### src/rtl/fht_loader_pkg.sv
// Shared types for the FHT input loader: FSM state encoding and bank write-enable helper.
package fht_loader_pkg;

  typedef enum logic [2:0] {
    LD_LOAD    = 3'd0,
    LD_LAST_WR = 3'd1,
    LD_START   = 3'd2,
    LD_BUSY    = 3'd3,
    LD_DONE    = 3'd4
  } loader_state_e;

  // One-hot write enable for the RAM(A) bank selected by the low two index bits.
  function automatic logic [3:0] bank_we(input logic [1:0] bank);
    return 4'b0001 << bank;
  endfunction

endpackage

### src/rtl/fht_addr_map.sv
// Maps a sample index n onto {bank, addr} in RAM(A), optionally bit-reversing n first.
module fht_addr_map #(
  parameter int A_BIT   = 8,
  parameter int BIT_REV = 1
) (
  input  logic [A_BIT+1:0] idx,
  output logic [1:0]       bank,
  output logic [A_BIT-1:0] addr
);

  localparam int N_LOG2 = A_BIT + 2;

  logic [N_LOG2-1:0] m;

  generate
    if (BIT_REV != 0) begin : g_rev
      for (genvar gi = 0; gi < N_LOG2; gi++) begin : g_bit
        assign m[gi] = idx[N_LOG2-1-gi];
      end
    end else begin : g_lin
      assign m = idx;
    end
  endgenerate

  assign bank = m[1:0];
  assign addr = m[N_LOG2-1:2];

endmodule

### src/rtl/fht_loader.sv
// Input stage for fht_top: streams one frame of samples into RAM(A), starts the transform
// and holds the stream off until fht_top signals completion with a rising oRDY.
module fht_loader
  import fht_loader_pkg::*;
#(
  parameter int D_BIT   = 17,
  parameter int A_BIT   = 8,
  parameter int BIT_REV = 1,
  parameter int CNT_BIT = 16
) (
  input  logic               iCLK,
  input  logic               iRESET,
  input  logic               iCLR,
  input  logic               iVALID,
  input  logic [D_BIT-2:0]   iSAMPLE,
  output logic               oREADY,
  output logic [D_BIT-2:0]   oDATA,
  output logic [A_BIT-1:0]   oADDR_WR,
  output logic               oWE_0,
  output logic               oWE_1,
  output logic               oWE_2,
  output logic               oWE_3,
  output logic               oSTART,
  input  logic               iRDY,
  output logic               oBUSY,
  output logic               oFRAME_DONE,
  output logic [CNT_BIT-1:0] oDROP_CNT
);

  localparam int N_LOG2 = A_BIT + 2;

  loader_state_e      state_q, state_d;
  logic [N_LOG2-1:0]  index_q, index_d;
  logic [D_BIT-2:0]   data_q, data_d;
  logic [A_BIT-1:0]   addr_q, addr_d;
  logic [3:0]         we_q, we_d;
  logic               start_q, start_d;
  logic               busy_q, busy_d;
  logic               frame_done_q, frame_done_d;
  logic               rdy_q, rdy_d;
  logic [CNT_BIT-1:0] drop_cnt_q, drop_cnt_d;

  logic               ready;
  logic               accept;
  logic [1:0]         map_bank;
  logic [A_BIT-1:0]   map_addr;

  fht_addr_map #(
    .A_BIT   (A_BIT),
    .BIT_REV (BIT_REV)
  ) u_addr_map (
    .idx  (index_q),
    .bank (map_bank),
    .addr (map_addr)
  );

  assign ready  = (state_q == LD_LOAD);
  assign accept = iVALID & ready & ~iCLR;

  always_comb begin
    state_d      = state_q;
    index_d      = index_q;
    data_d       = data_q;
    addr_d       = addr_q;
    we_d         = 4'b0000;
    start_d      = 1'b0;
    frame_done_d = 1'b0;
    rdy_d        = rdy_q;
    drop_cnt_d   = drop_cnt_q;

    case (state_q)
      LD_LOAD: begin
        if (accept) begin
          // The index parks at N-1 until DONE so it can never wrap inside LOAD.
          if (index_q == '1) begin
            state_d = LD_LAST_WR;
          end else begin
            index_d = index_q + 1'b1;
          end
        end
      end
      LD_LAST_WR: begin
        state_d = LD_START;
        start_d = 1'b1;
      end
      LD_START: begin
        rdy_d   = iRDY;
        state_d = LD_BUSY;
      end
      LD_BUSY: begin
        rdy_d = iRDY;
        if (iRDY && !rdy_q) begin
          state_d      = LD_DONE;
          frame_done_d = 1'b1;
        end
      end
      LD_DONE: begin
        index_d = '0;
        state_d = LD_LOAD;
      end
      default: begin
        state_d = LD_LOAD;
        index_d = '0;
      end
    endcase

    if (accept) begin
      data_d = iSAMPLE;
      addr_d = map_addr;
      we_d   = bank_we(map_bank);
    end

    busy_d = (state_d == LD_START) || (state_d == LD_BUSY);

    if (iVALID && !ready && (drop_cnt_q != '1)) begin
      drop_cnt_d = drop_cnt_q + 1'b1;
    end

    if (iCLR) begin
      state_d      = LD_LOAD;
      index_d      = '0;
      we_d         = 4'b0000;
      start_d      = 1'b0;
      frame_done_d = 1'b0;
      busy_d       = 1'b0;
      rdy_d        = 1'b0;
      drop_cnt_d   = '0;
    end
  end

  always_ff @(posedge iCLK or negedge iRESET) begin
    if (!iRESET) begin
      state_q      <= LD_LOAD;
      index_q      <= '0;
      data_q       <= '0;
      addr_q       <= '0;
      we_q         <= 4'b0000;
      start_q      <= 1'b0;
      busy_q       <= 1'b0;
      frame_done_q <= 1'b0;
      rdy_q        <= 1'b0;
      drop_cnt_q   <= '0;
    end else begin
      state_q      <= state_d;
      index_q      <= index_d;
      data_q       <= data_d;
      addr_q       <= addr_d;
      we_q         <= we_d;
      start_q      <= start_d;
      busy_q       <= busy_d;
      frame_done_q <= frame_done_d;
      rdy_q        <= rdy_d;
      drop_cnt_q   <= drop_cnt_d;
    end
  end

  assign oREADY      = ready;
  assign oDATA       = data_q;
  assign oADDR_WR    = addr_q;
  assign oWE_0       = we_q[0];
  assign oWE_1       = we_q[1];
  assign oWE_2       = we_q[2];
  assign oWE_3       = we_q[3];
  assign oSTART      = start_q;
  assign oBUSY       = busy_q;
  assign oFRAME_DONE = frame_done_q;
  assign oDROP_CNT   = drop_cnt_q;

endmodule

### config.mk
export PLATFORM = sky130hd
export DESIGN_NAME = fht_loader
export DESIGN_NICKNAME = d
export VERILOG_FILES = /design/src/rtl/fht_loader_pkg.sv /design/src/rtl/fht_addr_map.sv /design/src/rtl/fht_loader.sv
export SDC_FILE = /design/constraint.sdc
export NUM_CORES = 1
export LEC_CHECK = 0
export CORE_AREA = 2 2 68 86
export DETAILED_ROUTE_END_ITERATION = 10
export DIE_AREA = 0 0 70 88
export GPL_ROUTABILITY_DRIVEN = 0
export PLACE_DENSITY_LB_ADDON = 0.15
export SYNTH_ARGS = -nofsm -noshare
export SYNTH_HDL_FRONTEND = slang
export SYNTH_SLANG_ARGS = --single-unit
### constraint.sdc
create_clock -name iCLK -period 4.8 [get_ports iCLK]
set_clock_uncertainty 0.1 [all_clocks]
set_input_delay 1.2 -clock iCLK [delete_from_list [all_inputs] [get_ports iCLK]]
set_output_delay 1.2 -clock iCLK [all_outputs]
set_load 0.05 [all_outputs]
# Word-level counts from Yosys, hierarchy flattened

Index checks and enable logic that the tools add are counted.

Register bits: 61
Input bits: 21
Output and inout port bits: 48
Word-level logic and storage cells: 59

$add $sub $neg: 2
Equality and inequality tests: 10
Shifts and indexed selects: 1
Muxes and demuxes: 21
Bitwise logic cells: 3
Reduce and logical (&&, ||, !) cells: 12

Operators with widths:

| operator                                                               | number |
|---|---|
| 16-bit 2-to-1 mux                                                      | 2 |
| 10-bit 2-to-1 mux                                                      | 3 |
| 10-bit one-hot mux with 2 select lines                                 | 1 |
| 16-bit by 1-bit adder with 16-bit output (second input constant)       | 1 |
| 16-bit != test (second input constant)                                 | 1 |
| 3-bit by 2-bit equality test with 1-bit output (second input constant) | 4 |
| 3-bit 2-to-1 mux                                                       | 4 |
| 3-bit one-hot mux with 4 select lines                                  | 1 |
| 10-bit by 1-bit adder with 10-bit output (second input constant)       | 1 |
| 10-bit equality test (second input constant)                           | 1 |
| 1-bit 2-to-1 mux                                                       | 8 |
| 4-bit 2-to-1 mux                                                       | 2 |
| 2-bit nonzero test                                                     | 2 |
| 1-bit by 2-bit left shift with 4-bit output (first input constant)     | 1 |
| 3-bit by 1-bit equality test with 1-bit output (second input constant) | 1 |
| 1-bit logical AND                                                      | 3 |
| 3-bit logical NOT                                                      | 1 |
| 3-bit by 2-bit != test with 1-bit output (second input constant)       | 1 |
| 3-bit != test (second input constant)                                  | 1 |
| 3-bit AND reduction                                                    | 1 |
| 3-bit OR reduction                                                     | 1 |
| 1-bit AND                                                              | 2 |
| 1-bit logical NOT                                                      | 2 |
| 2-bit by 1-bit != test with 1-bit output (second input constant)       | 1 |
| 3 further kinds                                                        | 3 |

# Longest topological paths before layout

Word-level depth: 8
Depth in mapped cells: 7

# Modules after synthesis

From an unflattened synthesis, not the netlist that was laid out.

Cell total of the unflattened synthesis: 255
Area total of the unflattened synthesis: 2930.3 um^2

Modules (own cells, without submodules):

| module       | instances | cells an instance | area an instance (um^2) | sequential area each (um^2) |
|---|---|---|---|---|
| fht_loader   | 1         | 245               | 2855.2                  | 1526.5 |
| fht_addr_map | 1         | 10                | 75.1                    | 0.0 |

# Least setup slack after synthesis

OpenSTA, ideal clock, no wires.

Kind: register to output
From: register state_q[1]
To: output oREADY
Arrival: 1609 ps
Required time: 3500 ps
Path slack: 1891 ps
Cell stages (with the launch flop): 3
Path through: dfrtp_1 buf_2 nor3_1

Cells in the longest elaborated chain, start to end: 1

Ends and longest elaborated chain:

| element                | line              | RTL |
|---|---|---|
| from (decl)            | fht_loader.sv:32  | `loader_state_e state_q, state_d;` |
| from (signal assigned) | fht_loader.sv:144 | `state_q <= state_d;` |
| 3-bit logical NOT      | fht_loader.sv:57  | `assign ready = (state_q == LD_LOAD);` |
| to (decl)              | fht_loader.sv:16  | `output logic oREADY,` |

Every way passes these cells.

# Worst setup path after layout

Ends and elaborated chain as after synthesis.

==> results by group <==
Detailed routing
  – WL/cell: around 15 µm
  – First drt pass iteration count: 4
  – Routed via count divided by cell count: 5.80
  – Starting DRT DRC Count: 122
  – Routed wire length: 5920 µm
  – Post-route DRC violation count: 0
  – Total number of vias: around 2.2k
  – Count of antenna-violating nets left after detailed routing: 0

Run
  – Max_cap viols: 0

Clock network
  – Total clock buffers created by CTS: 9
  – Clock sink count: 61
  – H-tree depth reported by CTS: 3
  – Post-cts repair resize count: 0
  – Clk_lat worst skew: 0.33 ns
  – CTS clk-pin slew, worst paths: roughly 0.060 ns
  – TritonCTS clock tree: yes
  – Number of hold buffers added after cts: 0
  – Clock buffer depth: 2
  – Number of setup buffers added after CTS: 0
  – Root Buffer Master: clkbuf_8

Power and ir drop
  – Lkg Pwr: 1.47 nW
  – Worst supply voltage drop on vdd: 0.000224 V
  – Pwr Density: around 330 nW/µm²

Setup path
  – Critical path start-end classification: flop to primary output
  – Worst EP required: 3.50 ns
  – Nature of the critical path startpoint: flop
  – Worst EP arrival: approximately 2.0 ns
  – Kind of end point of the critical path: primary output
  – Critical-path maximum fanout: 8
  – Reg2Reg Setup Slack: 2.69 ns

Finish
  – Count of antenna diodes in the layout: 0
  – Post-synthesis to final-layout area growth: 34.3%
  – Final Non-Filler Cells: 383
  – Finished Core Util: 68.4%
  – Most frequent cells in the layout: clkdlybuf4s50_1 (67), dfrtp_1 (61), mux2_2 (26)
  – Area used by sequential logic in the layout: 1530 µm²
  – Share of post-route cells with drive strength above 1: 16.0%
  – # fillers: 407
  – Most common cell after layout, fill and taps aside: clkdlybuf4s50_1
  – Nets@finish: 338
  – Area of the multi-input gates: ~1100 µm²

Yosys
  – Seq/Total Area, Yosys: 56.2%
  – Combinational family with the most area after synthesis: simple AND/OR/NAND/NOR gates
  – Area share of the largest cell type after synthesis: 56.2%
  – Post-Synthesis Net Count: 265
  – Post-synthesis adder-cell area fraction: 0.921%
  – FFs w/ async S/R, synth: between 90% and 100%
  – Count of flip-flops with a built-in enable after synthesis: 0
  – Complex-gate fraction of the synthesized area: 11.2%
  – Number of warnings printed during yosys synthesis: 0
  – Post-synthesis simple-gate area fraction: 17.5%
  – Number of unique standard cell types used by synthesis: 38
  – Ys flop type: dfrtp_1
  – Leading cell types by total area after synthesis: dfrtp_1 (56%), mux2_2 (11%), o31ai_1 (3.6%)
  – Synthesized area: 2720 µm²
  – Number of flip-flops and latches in the synthesized netlist: 61
  – Multiplexer area fraction after synthesis: 11.1%
  – Synthesized-area fraction occupied by xor and xnor cells: less than 1%
  – Mapped Cells: 242
  – Cell accounting for the most synthesized area: dfrtp_1
  – Mapped Avg Cell Area: 11.2 µm²

Floorplan
  – Floorplan die area: 6160 µm²
  – Die Span Y: 88 µm
  – Starting density of the core: between 50% and 60%
  – Width of the chip: 70 µm
  – Area of the core region: ~5300 µm²
  – Top Ports: 69
  – Number of rows in the core area: 30

Placement
  – Dpl hpwl: between 4000 and 5000 µm
  – Number of input and output port buffers inserted: between 60 and 70
  – Placed cells: 368

STA
  – Final Critical Period: about 3.3 ns
  – Post-route setup TNS: 0 ns
  – Final Hold Violating Endpoints: 0
  – Slew at the pin closest to its max-slew limit: 0.977 ns
  – Pins over their slew limit: 0
  – Final Cycle Share: 69.7%
  – Final setup vio count: 0
  – Relative slew slack: between 30% and 40%
  – Maximum clock frequency: 0.299 GHz
  – Unrepaired setup endpoints after global routing: no

GRT
  – Initial antenna violation count: 0
  – GR Util All Layers: 20.6%
  – Number of global-route vias before repair: 2178
  – Global-route wire length before repair: 9810 µm
  – GR Overflow Total: 0
  – Largest net degree at the start of global routing: 45

Run status
  – Run status: complete, no violations

Min path
  – Class of the tightest hold or removal check: flop to flop
[through the flow]
step	hold slack, ns	power [mW]	worst slack, ns	area (µm²)
floorplan	0.356	0.697	1.89	2720
global placement	0.363	0.786	1.64	3470
detailed placement	0.383	0.789	1.62	3470
CTS	0.400	1.20	1.49	3650
global route	0.415	1.24	1.39	3650
finish	0.395	1.19	1.46	3650
[registers in the layout, summed over array words and instances (netlist names)]
register     count
index_q         10
oADDR_WR         8
oBUSY            1
oDATA           16
oDROP_CNT       16
oFRAME_DONE      1
oSTART           1
rdy_q            1
state_q          3
we_q             4
[metal layers]
metal  track usage [%]  up-vias  wire [µm]
li1                  -     1048          -
met2              36.2       48       3110
met4              13.3        0        198
met5                 0        -          0
met1              23.2     1110       2400
met3              3.68       16        205
[logic make-up after synthesis]
kind of cell,count (synthesis)
adders and majority gates,2
muxes,27
DFF,61
AOI/OAI and AO/OA,49
and+or+nand+nor,85
buffers and inverters,16
xor gates and xnor gates,2
[power by group]
group	internal, mW	leakage, nW	switching (mW)
clock	0.226	0.0926	0.184
combinational	0.0828	0.565	0.137
sequential	0.542	0.812	0.0156
[synth_stat cells, drive strengths merged, types with 2 or more instances]
library cell / count
nand3: 12
a211oi: 2
nor4: 7
a21oi: 18
nor2b: 3
dfrtp: 61
nand4: 6
o31ai: 13
nor3: 3
inv: 5
buf: 4
ha: 2
o41ai: 2
nand2: 13
clkbuf: 7
mux2: 26
nor2: 13
o21ai: 9
nor3b: 2
or3: 7
or4: 11
or2: 4
[final timing paths]
check                           cells past startpoint             to          from
worst min register to register                      2    oADDR_WR[3]   oADDR_WR[3]
max in group asynchronous                           2      oDATA[13]        iRESET
worst min-delay path                                2    oADDR_WR[3]   oADDR_WR[3]
worst max-delay path                                2         oREADY    state_q[1]
min in group asynchronous                           1       oDATA[5]        iRESET
worst max register to register                      4  oDROP_CNT[11]  oDROP_CNT[8]
[critical path, stage by stage (launching register included)]
cell,delay (ns)
dfrtp_1,0.47
nor3_1,0.35
clkdlybuf4s50_1,0.89
[cell type report]
class / instances / area share (%)
clock inverters: 1 / 0.137
clock buffers: 14 / 4.73
inverters: 5 / 0.515
flip-flops and latches: 61 / 41.9
multi-input cells: 165 / 31.0
repair buffers: 73 / 19.6
well taps: 64 / 2.20
Power figures use the tool's default switching activity.
==> RTL edit 1, RTL diff (same flow settings) <==
Make the reset (`iRESET`) synchronous in one clocked block.
--- a/src/rtl/fht_loader.sv
+++ b/src/rtl/fht_loader.sv
@@ -128,7 +128,7 @@
     end
   end
 
-  always_ff @(posedge iCLK or negedge iRESET) begin
+  always_ff @(posedge iCLK) begin
     if (!iRESET) begin
       state_q      <= LD_LOAD;
       index_q      <= '0;
Function: differs if iRESET is asserted again (counterexample within 4 cycles, from zero or initial values and one cycle with iRESET low); with iRESET held inactive, the same outputs for 10 cycles.
==> RTL edit 1 against the unedited design <==
- highest routed layer unchanged
- wire length decreased by 3.7%
- global-route usage decreased by 0.73 points
- area after synthesis decreased by 2.6%
- hold slack got worse by 0.036 ns
- critical path depth unchanged
- setup slack improved by 0.059 ns
- fmax increased by 1.8%
- final area decreased by 2.0%
- sequential cell count unchanged
- core utilization decreased by 1.3 points
Power is not compared: it rests on default switching activity, and its combinational part moved more than twofold at a synthesized area within 25%.
==> RTL edit 1: results (changes against the unedited design) <==
largest net degree at the start of global routing: 27 (-40%)
post-CTS setup buffers: 0 (unchanged)
worst-skew pair later-pin latency: 0.33 ns (about the same)
diode count: 0 (unchanged)
CTS Buf Count: 9 (unchanged)
GR Util All Layers: 19.9% (-0.73 points)
clk buf depth: 2 (unchanged)
synth warn: 0 (unchanged)
Detail Placement HPWL: 3.83 mm (-5.9%)
Clock Root Buffer: clkbuf_8
share of layout cells above drive strength 1: 8.11% (-7.9 points)
ys flop type: dfxtp_1
NumNets Final: 388 (+15%)
met2 usage: 36.5% (+0.26 points)
number of antenna-violating nets in the routed design: 0 (unchanged)
type of the tightest min-delay check: reg2reg
PortBufs: 68 (unchanged)
most common library cells after synthesis: nand2_1 (62), dfxtp_1 (61), nor2_1 (30)
final wirelength: 5.70 mm (-3.7%)
met3 Usage GRT: 5.18% (+1.5 points)
Post-synth ARST share: 0% (-100 points)
WP data arrival: 1.99 ns (-0.05 ns)
Via density: 5.24 (-9.8%)
Worst VDD drop: 200 uV
Worst Tran Pin Value: 0.902 ns (-0.0752 ns)
CP Max Fanout: 10 (+2)
Leak: 1.19 nW
H-tree depth: 3 (unchanged)
Netlist cell types: 43 (+13%)
Synth area leaders: dfxtp_1 (46%), nand2_1 (8.8%), a21boi_0 (6.8%), xnor2_1 (5.0%), nor2_1 (4.3%)
Initial DRC Count: 134 (+9.8%)
CTS resizes: 0 (unchanged)
first-pass GRT wire length: 9.78 mm (-0.28%)
part of the Yosys area used for sequential elements: 46.1% (-10 points)
Syn Nets: 321 (+21%)
global routing usage on met1: 21.4% (-1.8 points)
status: finished, final reports clean
CTS clk-pin slew, worst paths: 0.07 ns
total iterations of the first detailed-routing run: 4 (unchanged)
antenna violations before repair: 0 (unchanged)
number of global-route vias before repair: 2211 (+1.5%)
-- RTL edit 1: cell count changes after synthesis, moves of 7 or more --
cell and delta:
a21boi_0 +24, a21oi_1 -7, dfrtp_1 -61, dfxtp_1 +61, mux2_2 -26, nand2_1 +49
nor2_1 +17, nor3_1 +8, o31ai_1 -12, or4_1 -11, xnor2_1 +14
-- RTL edit 1: path summary, 6_finish.rpt --
kind         slack [ns]  cells after the start       start  endpoint
max                1.51                      2  state_q[2]    oREADY
min                0.36                      2    oDATA[6]  oDATA[6]
max reg2reg        2.55                      4  state_q[2]   we_q[2]
min reg2reg        0.36                      2    oDATA[6]  oDATA[6]
-- RTL edit 1: layout make-up --
class / instances / area (um2)
Clock buffer: 12 / 155
Clock inverter: 4 / 70.1
Fill cell: 468 / 1750
Inverter: 4 / 15.0
Multi-Input combinational cell: 220 / 1350
Sequential cell: 61 / 1220
Tap cell: 64 / 80.1
Timing Repair Buffer: 69 / 688
-- RTL edit 1: cell families after synthesis --
group           after synthesis  share of synthesized area (%)
simple gates                149                           29.2
flops                        61                           46.1
compound gates               49                           13.9
buf+inv                      17                           2.98
xor+xnor                     16                           5.30
mux                           4                           1.51
fa+ha+maj                     2                          0.945
-- RTL edit 1: through the flow --
stage	instance area [um2]	instances	setup slack (ns)	hold WS, ns	utilization, %
global placement	3350	418	1.42	0.349	62.9
CTS	3580	434	1.49	0.364	67.1
finish	3580	434	1.51	0.359	67.1
detailed placement	3350	418	1.38	0.354	62.9
global route	3580	434	1.43	0.383	67.1
floorplan	2650	298	2.52	0.342	-
-- RTL edit 1: routing by layer --
metal	wire length [um]	part of all wire, %
met5	0	0
met4	131	2.3
met3	246	4.3
met2	2900	51
met1	2420	42
-- RTL edit 1: where the power goes --
part | internal (mW) | switching [mW] | leakage (nW)
clock network | 0.319 | 0.190 | 0.116
logic | 0.0335 | 0.0483 | 0.578
registers | 0.513 | 0.00347 | 0.493
-- RTL edit 1: worst max-delay path, stage by stage, from the launching register on --
cell,delay [ns]
dfxtp_1,0.47
nor3_4,0.32
clkdlybuf4s50_1,0.87
==> RTL edit 2, RTL diff (config.mk and constraints unchanged) <==
Made on the original files. `CNT_BIT`: 16 -> 15.
--- a/src/rtl/fht_loader.sv
+++ b/src/rtl/fht_loader.sv
@@ -6,7 +6,7 @@
   parameter int D_BIT   = 17,
   parameter int A_BIT   = 8,
   parameter int BIT_REV = 1,
-  parameter int CNT_BIT = 16
+  parameter int CNT_BIT = 15
 ) (
   input  logic               iCLK,
   input  logic               iRESET,
Interface: changed (resized oDROP_CNT); port bits go from 69 to 68. The function was not compared with the original's and may differ.
==> RTL edit 2 against the unedited design <==
- sequential cell count down 1
- largest power group unchanged
- wire length down 5.4%
- area after synthesis up 0.60%
- sequential share of layout area down 1.1 points
- sequential power down 2%
- core utilization up 0.70 points
- first-iteration DRC count up 7.4%
- total power up 8.8%
- final area up 1.0%
- highest routed layer unchanged
- setup slack better by 0.12 ns
- combinational power about the same
- synthesized cell count down 2.1%
- cell count down 1.8%
==> RTL edit 2: results (changes against the unedited design) <==
Post-synth ARST share: 100% (unchanged)
Via density: 5.63 (-2.9%)
status: finished, final reports clean
post-CTS setup buffers: 0 (unchanged)
most common library cells after synthesis: dfrtp_1 (60), mux2_2 (27), nor2_1 (17)
GR Util All Layers: 19.6% (-1.0 points)
largest net degree at the start of global routing: 39 (-13%)
diode count: 0 (unchanged)
CTS clk-pin slew, worst paths: 0.07 ns
WP data arrival: 1.93 ns (-0.11 ns)
Synth area leaders: dfrtp_1 (55%), mux2_2 (11%), or4_1 (2.5%), nor2_1 (2.3%), a21oi_1 (2.2%)
Slowest cell on crit path: clkdlybuf4s50_1
Synth Area in XOR/XNOR: 0.641% (-0.0038 points)
first-pass GRT wire length: 9.34 mm (-4.9%)
H-tree depth: 3 (unchanged)
mux contribution to synthesized area: 11.9% (+0.71 points)
Leak: 1.56 nW (+6.3%)
PortBufs: 67 (-1.5%)
type of the tightest min-delay check: reg2reg
Slew HR: 26.9% (-8.0 points)
NumNets Final: 330 (-2.4%)
Initial DRC Count: 131 (+7.4%)
share of layout cells above drive strength 1: 17.3% (+1.3 points)
synthesized-area fraction occupied by adder cells: 0.916% (-0.0055 points)
Netlist cell types: 44 (+16%)
number of global-route vias before repair: 2035 (-6.6%)
final wirelength: 5.59 mm (-5.4%)
worst-skew pair later-pin latency: 0.33 ns (about the same)
Max Cap Viol: 0 (unchanged)
clk buf depth: 2 (unchanged)
TNS Setup: 0 ns (unchanged)
Worst VDD drop: 263 uV (+17%)
Cell Area, Placed: 3450 um2 (-0.58%)
Synth Area in Compound Gates: 9.62% (-1.6 points)
CP top delay family: buffers and inverters
CP Max Fanout: 7 (-1)
CTS Buf Count: 9 (unchanged)
antenna violations before repair: 0 (unchanged)
worst stage delay on the critical path: 0.86 ns (-0.03 ns)
Detail Placement HPWL: 3.84 mm (-5.6%)
total iterations of the first detailed-routing run: 4 (unchanged)
Place WS: 1.34 ns (-0.282 ns)
max FFs per register: 16
Syn Nets: 260 (-1.9%)
part of the Yosys area used for sequential elements: 54.9% (-1.3 points)
synth warn: 0 (unchanged)
## RTL edit 2: per-stage QoR
stage	power, mW	instances	util, %
5_1_grt	1.34	376	69.1
2_1_floorplan	0.690	237	-
3_3_place_gp	0.777	360	64.7
4_1_cts	1.30	376	69.1
6_report	1.29	376	69.1
3_5_place_dp	0.779	360	64.7
## RTL edit 2: final cells by class
class	instances	area, um2
clock inverters	4	70.1
repair buffers	69	681
well taps	64	80.1
fillers	435	1650
inverters	4	15.0
flip-flops and latches	60	1500
multi-input cells	163	1170
clock buffers	12	165
## RTL edit 2: final timing paths
| check | startpoint | endpoint | slack (ns) | cells past startpoint |
|---|---|---|---|---|
| max in group asynchronous | iRESET | oDATA[8] | 3.02 | 2 |
| worst min-delay path | rdy_q | oFRAME_DONE | 0.38 | 1 |
| worst max register to register | index_q[0] | index_q[5] | 2.40 | 5 |
| worst max-delay path | state_q[1] | oREADY | 1.57 | 2 |
| worst min register to register | rdy_q | oFRAME_DONE | 0.38 | 1 |
| min in group asynchronous | iRESET | we_q[3] | 0.73 | 1 |
## RTL edit 2: worst register-to-register path, cell delays in order (launching register included)
cell	delay, ns
dfrtp_1	0.43
ha_1	0.21
nand3_1	0.21
o31ai_1	0.96
o21ai_0	0.22
a21oi_1	0.18
## RTL edit 2: routing by layer
metal | track usage, % | up-vias | routed length (um)
met3 | 4.26 | 6 | 237
met2 | 33.2 | 46 | 2870
met4 | 11.4 | 0 | 86
met1 | 23.1 | 1043 | 2400
li1 | - | 1023 | -
met5 | 0 | - | 0
## RTL edit 2: power breakdown
part	total [mW]	switching (mW)	internal, mW
Combinational	0.219	0.136	0.0829
Sequential	0.548	0.0147	0.533
Clock	0.524	0.191	0.333
Total	1.29	0.342	0.949
